==> src/rtl/if_id_buffer.sv <==
// rtl/if_id_buffer.sv - IF/ID decoupling queue of {pc, inst} pairs with flush
// Optional perf counters enabled by defining IF_ID_PERF_EN.
module if_id_buffer #(
   parameter int ADDR_W = 32,
   parameter int INST_W = 32,
   parameter int DEPTH  = 2,
   parameter int CNT_W  = 2
) (
   input  logic              clk,
   input  logic              rst,
   input  logic              in_valid,
   output logic              in_ready,
   input  logic [ADDR_W-1:0] in_pc,
   input  logic [INST_W-1:0] in_inst,
   output logic              out_valid,
   input  logic              out_ready,
   output logic [ADDR_W-1:0] out_pc,
   output logic [INST_W-1:0] out_inst,
   input  logic              flush,
   output logic [CNT_W-1:0]  count,
   output logic [31:0]       stall_cnt,
   output logic [31:0]       flush_cnt
);

   localparam int PTR_W = (CNT_W > 1) ? CNT_W - 1 : 1;

   logic [ADDR_W-1:0] pc_mem   [DEPTH];
   logic [INST_W-1:0] inst_mem [DEPTH];
   logic [PTR_W-1:0]  wr_ptr;
   logic [PTR_W-1:0]  rd_ptr;
   logic              push;
   logic              pop;

   assign in_ready  = (count != CNT_W'(DEPTH));
   assign out_valid = (count != '0);
   assign push      = in_valid & in_ready;
   assign pop       = out_valid & out_ready;

   // Head is forced to zero (NOP) when empty so decode never sees stale words.
   assign out_pc   = out_valid ? pc_mem[rd_ptr]   : '0;
   assign out_inst = out_valid ? inst_mem[rd_ptr] : '0;

   always_ff @(posedge clk or negedge rst) begin
      if (!rst) begin
         count  <= '0;
         wr_ptr <= '0;
         rd_ptr <= '0;
         for (int i = 0; i < DEPTH; i++) begin
            pc_mem[i]   <= '0;
            inst_mem[i] <= '0;
         end
      end else if (flush) begin
         count  <= '0;
         wr_ptr <= '0;
         rd_ptr <= '0;
      end else begin
         if (push) begin
            pc_mem[wr_ptr]   <= in_pc;
            inst_mem[wr_ptr] <= in_inst;
            wr_ptr           <= wr_ptr + PTR_W'(1);
         end
         if (pop) begin
            rd_ptr <= rd_ptr + PTR_W'(1);
         end
         case ({push, pop})
            2'b10:   count <= count + CNT_W'(1);
            2'b01:   count <= count - CNT_W'(1);
            default: count <= count;
         endcase
      end
   end

`ifdef IF_ID_PERF_EN
   logic [31:0] stall_q;
   logic [31:0] flush_q;

   // Refused offers count even during flush; cleared only by reset.
   always_ff @(posedge clk or negedge rst) begin
      if (!rst) begin
         stall_q <= '0;
         flush_q <= '0;
      end else begin
         if (in_valid && !in_ready) stall_q <= stall_q + 32'd1;
         if (flush) flush_q <= flush_q + 32'd1;
      end
   end

   assign stall_cnt = stall_q;
   assign flush_cnt = flush_q;
`else
   assign stall_cnt = '0;
   assign flush_cnt = '0;
`endif

endmodule

==> config.mk <==
export PLATFORM = sky130hd
export DESIGN_NAME = if_id_buffer
export DESIGN_NICKNAME = d
export VERILOG_FILES = /design/src/rtl/if_id_buffer.sv
export SDC_FILE = /design/constraint.sdc
export NUM_CORES = 1
export LEC_CHECK = 0
export ABC_AREA = 1
export CORE_ASPECT_RATIO = 0.9
export CORE_MARGIN = 2
export CORE_UTILIZATION = 35
export DETAILED_ROUTE_END_ITERATION = 7
export SYNTH_ARGS = -nofsm -noshare
export SYNTH_HDL_FRONTEND = slang
export SYNTH_SLANG_ARGS = --single-unit
==> constraint.sdc <==
create_clock -name clk -period 1.3 [get_ports clk]
set_input_delay 0.39 -clock clk [delete_from_list [all_inputs] [get_ports clk]]
set_output_delay 0.39 -clock clk [all_outputs]
set_load 0.1 [all_outputs]
==> impl_metrics.tcl, run 1 <==
set metrics [dict create \
    outcome "finished with violations" \
    violations "setup timing" \
    ant_nets 0 \
    multiInputGateArea_um2 4252 \
    wl_per_cell_um 18.64 \
    post_drt_via_cell_ratio 4.756 \
    async_flop_share_pct 100.0 \
    io_buffers 136 \
    seqCellArea_um2 3312 \
    r2r_slack_ps -590 \
    grt_max_degree 31 \
    critPathCaptureType "output pin" \
    path_class "reg2out" \
    drc_errors 0 \
    cts_made_buffers 17 \
    cp_max_fo 5 \
    dieWidth_um 149.4 \
    grt_pass1_vias 6295 \
    synth_commonest_cells "nand2_1 (267), dfrtp_1 (132), inv_1 (69), o21ai_1 (68), a21oi_1 (65)" \
    rows 47 \
    clk_latency_ps 420 \
    netlist_top_cells_area "dfrtp_1 (50%), nand2_1 (15%), o21ai_2 (7.9%)" \
    stdcell_count 1273 \
    r2r_start "count[1]$_DFFE_PN0P_" \
    nFillCells 1278 \
    hold_viol_final 0 \
    post-place-ws_ps -558.6 \
    grt_pass1_wl_um 35800 \
    clk_pin_slew_ps 60 \
    fin_setup_tns_ps -114130 \
    synth_seq_cells 132 \
    overflow 0 \
    finalCriticalPeriod_ps 2128 \
    num_io_pins 201 \
    cts_tree "built" \
    antenna_found_initial 1 \
    yosysSeqAreaShare_pct 49.60 \
    cts.sinks 132 \
    peakVddDrop_v 0.001470 \
    placed_area_um2 9801 \
    r2r_cells 10 \
    endpoint "out_inst[14]" \
    grt_use_total_pct 23.69 \
    coreArea_um2 18520 \
    dpl.hpwl_um 11390 \
    slew_viol_final 0 \
    synth_flop_cell "dfrtp_1" \
    cp.required_ps 910 \
    nNetsFinal 1084 \
    crit_path_start "rd_ptr$_DFFE_PN0P_" \
    drt_iter0_markers 357 \
    num_vias 6054 \
    p_leak_nw 5.728 \
    hp-class "in2async" \
    antennaDiodeCount 0 \
    powerDensity_nw_per_um2 2059 \
    synth_cells 792 \
    max_cap_viol_count 0 \
    fin_crit_sh_pct 163.7 \
    initial_core_util_pct 35.95 \
    ctsRootBufferMaster "clkbuf_16" \
    synth.avg_cell_area_um2 8.409 \
    clockBufferDepth 2 \
    synth-edff-count 0 \
    arrival_ps 1740 \
    gp_congestion 0.7316 \
    rsz0062_at_grt "yes" \
    drive_above_1_share_pct 51.95 \
    max_clock_freq_ghz 0.4699 \
    yosysMostFrequentCell "nand2_1" \
    setup_viol 200 \
    drt-pass1-iter-count 5 \
    skew_ps 9.210 \
    placed_cells 1175 \
    hold_ws_ps 432.0 \
    start_kind "flop" \
    htreeDepth 4 \
    synth.distinct_cells 21 \
    wl_um 23730 \
    yosysTopAreaCell "dfrtp_1" \
    stdcell_area_um2 12940 \
    die_area_um2 20150 \
    yosysTopAreaCellShare_pct 49.60 \
    die_y_um 134.9 \
    ys_warn_count 0 \
    synth_area_um2 6660 \
    fin_ws_ps -828.1 \
    r2r-end "inst_mem[45]$_DFFE_PN0P_" \
    area_growth_pct 94.36 \
]
cell type report:
type                            count  area share [%]
Multi-Input combinational cell    541           32.84
Timing Repair Buffer              253           32.00
Sequential cell                   132           25.58
Clock buffer                       20           3.528
Tap cell                          245           2.368
Inverter                           70           2.107
Clock inverter                     12           1.566
worst min-delay path by stage:
stage	endpoint	slack [ps]
final	pc_mem[36]$_DFFE_PN0P_	430
after global routing	pc_mem[3]$_DFFE_PN0P_	440
after CTS	pc_mem[4]$_DFFE_PN0P_	420
after detailed placement	pc_mem[4]$_DFFE_PN0P_	310
after global placement	pc_mem[4]$_DFFE_PN0P_	310
after floorplan	inst_mem[0]$_DFFE_PN0P_	90
logic make-up after synthesis:
| logic type | after synthesis | synth area share (%) |
|---|---|---|
| and+or+nand+nor | 280 | 16.04 |
| AOI/OAI and AO/OA | 196 | 18.32 |
| buffers and inverters | 183 | 15.99 |
| DFF | 132 | 49.60 |
| other | 1 | 0.05631 |
layer usage:
metal / GRT usage (%) / up-vias / wire length (µm)
li1: - / 2853 / -
met2: 40.01 / 188 / 12350
met5: 0 / - / 0
met4: 7.249 / 0 / 418
met3: 5.777 / 32 / 1258
met1: 30.08 / 2981 / 9702
through the flow:
stage | utilization (%) | power (mW)
3_3_place_gp | 52.91 | 18.24
2_1_floorplan | - | 14.59
6_report | 69.88 | 26.66
5_1_grt | 69.88 | 27.73
3_5_place_dp | 52.91 | 18.37
4_1_cts | 65.74 | 25.59
timing repair:
item,4_1_cts,5_1_grt
resized for setup,194,183
gates cloned,31,6
setup buffers,26,13
hold endpoints to repair,21,0
setup endpoints to repair,200,200
hold buffers,1,0
pin swaps,19,23
placed cells by master, fill, tap and decap left out, drive strengths merged:
cell,instances
nand4,1
clkinv,5
a21oi,66
o21ai,129
conb,64
buf,179
clkbuf,26
dlygate4sd3,1
inv,68
clkdlybuf4s50,67
dfrtp,132
a21boi,1
clkinvlp,4
nor2,5
nand2,269
nand3,6
bufinv,5
state kept, by name, summed over array words and instances, names as in the netlist:
signal,cells
inst_mem,64
pc_mem,64
count,2
rd_ptr,1
wr_ptr,1
critical path: stages (launching register included):
cell,delay [ps]
dfrtp_2,470
clkinv_4,120
buf_12,150
buf_16,140
nand2_1,90
a21oi_4,150
buf_12,180
power breakdown:
group          internal [mW]  switching [mW]
logic                   5.79            8.68
registers               5.50            1.32
clock network           3.51            1.86
total                   14.8            11.9
Note: power is estimated with default switching activity, not from simulation.
==> run 2, diff against run 1 <==
Settings changed: CTS_CLUSTER_SIZE from default to 14.
==> results of run 2 <==
Final layout, timing and power as in run 1 (identical DEF).
==> run 3, diff against run 2 <==
Settings changed: CORE_ASPECT_RATIO 0.9 to default.
==> impl_metrics.tcl, run 3 (same netlist as run 1, synthesis figures left out) <==
set metrics [dict create \
    cts.sinks 132 \
    slew_viol_final 0 \
    outcome "finished with violations" \
    rows 50 \
    fin_ws_ps -817.6 \
    antennaDiodeCount 0 \
    max_clock_freq_ghz 0.4722 \
    drt-pass1-iter-count 4 \
    hp-class "in2async" \
    grt_pass1_wl_um 31240 \
    die_y_um 141.9 \
    final_common_cell "dfrtp_1" \
    arrival_ps 1730 \
    drt_iter0_markers 256 \
    grt_pass1_vias 5868 \
    grt_max_degree 36 \
    htreeDepth 4 \
    wl_um 22070 \
    p_leak_nw 5.639 \
    cts_made_buffers 17 \
    path_class "reg2out" \
    fin_crit_sh_pct 162.9 \
    nNetsFinal 1073 \
    nFillCells 1322 \
    r2r_slack_ps -360 \
    initial_core_util_pct 35.61 \
    setup_viol 199 \
    drc_errors 0 \
    critPathCaptureType "output pin" \
    coreArea_um2 18710 \
    gp_congestion 0.7346 \
    num_io_pins 201 \
    dpl.hpwl_um 11610 \
    clk_pin_slew_ps 60 \
    cp.required_ps 910 \
    dieWidth_um 141.9 \
    violations "setup timing" \
    antenna_found_initial 0 \
    hold_viol_final 0 \
    r2r_cells 10 \
    grt_use_total_pct 20.20 \
    hold_ws_ps 433.4 \
    skew_ps 5.629 \
    peakVddDrop_v 0.001121 \
    post_drt_via_cell_ratio 4.810 \
    placed_area_um2 9802 \
    r2r-end "inst_mem[40]$_DFFE_PN0P_" \
    crit_path_start "rd_ptr$_DFFE_PN0P_" \
    clk_latency_ps 410 \
    ant_nets 0 \
    start_kind "flop" \
    wl_per_cell_um 17.65 \
    top_regs "inst_mem: 64 flops, pc_mem: 64 flops, count: 2 flops" \
    rsz0062_at_grt "yes" \
    finalCriticalPeriod_ps 2118 \
    io_buffers 136 \
    cts_tree "built" \
    stdcell_area_um2 12710 \
    r2r_start "count[0]$_DFFE_PN0P_" \
    powerDensity_nw_per_um2 2079 \
    drive_above_1_share_pct 56.10 \
    seqCellArea_um2 3312 \
    fin_setup_tns_ps -88090 \
    cp_max_fo 8 \
    area_growth_pct 90.78 \
    stdcell_count 1250 \
    endpoint "out_inst[7]" \
    clockBufferDepth 2 \
    post-place-ws_ps -528.6 \
    num_vias 6012 \
    placed_cells 1166 \
    multiInputGateArea_um2 4355 \
    max_cap_viol_count 0 \
    ctsRootBufferMaster "clkbuf_16" \
    die_area_um2 20150 \
    overflow 0 \
    mostFrequentLayoutCells "dfrtp_1 (129), o21ai_2 (101), nand2_2 (100), buf_12 (100), nand2_4 (85)" \
]
==> run 3: cell count changes in the layout (fill, tap and decap cells not counted), moves of 4 or more <==
| cell | previous run | this run |
|---|---|---|
| nand2_1 | 138 | 81 |
| buf_8 | 9 | 4 |
| nand2_2 | 47 | 100 |
| clkbuf_16 | 23 | 30 |
| buf_12 | 96 | 100 |
| o21ai_2 | 106 | 101 |
| buf_16 | 31 | 14 |
| o21ai_1 | 19 | 27 |
| nand2_4 | 80 | 85 |
==> run 3: how the worst min path moves through the flow <==
stage,startpoint,to,slack (ps),depth (start not counted)
after floorplan,rst,inst_mem[0]$_DFFE_PN0P_,90,0
after global placement,rst,inst_mem[55]$_DFFE_PN0P_,310,1
after detailed placement,rst,inst_mem[55]$_DFFE_PN0P_,310,1
after CTS,rst,inst_mem[55]$_DFFE_PN0P_,450,2
after global routing,rst,inst_mem[55]$_DFFE_PN0P_,450,2
final,rst,inst_mem[55]$_DFFE_PN0P_,430,2
==> run 3: where the power goes <==
part           total, mW  internal [mW]  switching [mW]
registers           6.91           5.50            1.41
logic               14.4           5.73            8.62
clock network       5.14           3.30            1.84
total               26.4           14.5            11.9
==> run 3: final cells by class <==
class	count	share of cell area (%)
Clock inverter	12	1.408
Clock buffer	19	3.565
Multi-Input combinational cell	541	34.28
Tap cell	234	2.304
Sequential cell	132	26.07
Timing Repair Buffer	242	30.25
Inverter	70	2.127
==> run 3: layer usage <==
| layer | wire (µm) | global-route usage (%) |
|---|---|---|
| met5 | 0 | 0 |
| met4 | 401 | 7.421 |
| met3 | 756 | 3.499 |
| met2 | 11260 | 33.75 |
| met1 | 9652 | 26.45 |
==> run 3: worst max-delay path: stages (launching register included) <==
cell,delay (ps)
dfrtp_2,460
clkinv_4,90
buf_12,130
clkbuf_16,180
nand2_2,80
a21oi_4,180
buf_12,190
==> run 3: what timing repair did <==
item | 4_1_cts | 5_1_grt
hold buffers | 1 | 0
setup endpoints to repair | 200 | 200
pin swaps | 39 | 61
cloned | 14 | 16
buffers inserted | 18 | 10
resized for setup | 121 | 266
endpoints found under the hold margin | 27 | 0
==> run 3: stage by stage <==
stage | power, mW | util, %
6_report | 26.41 | 67.93
5_1_grt | 27.43 | 67.93
4_1_cts | 24.64 | 60.84
3_5_place_dp | 18.28 | 52.40
3_3_place_gp | 18.13 | 52.40
2_1_floorplan | 14.59 | -
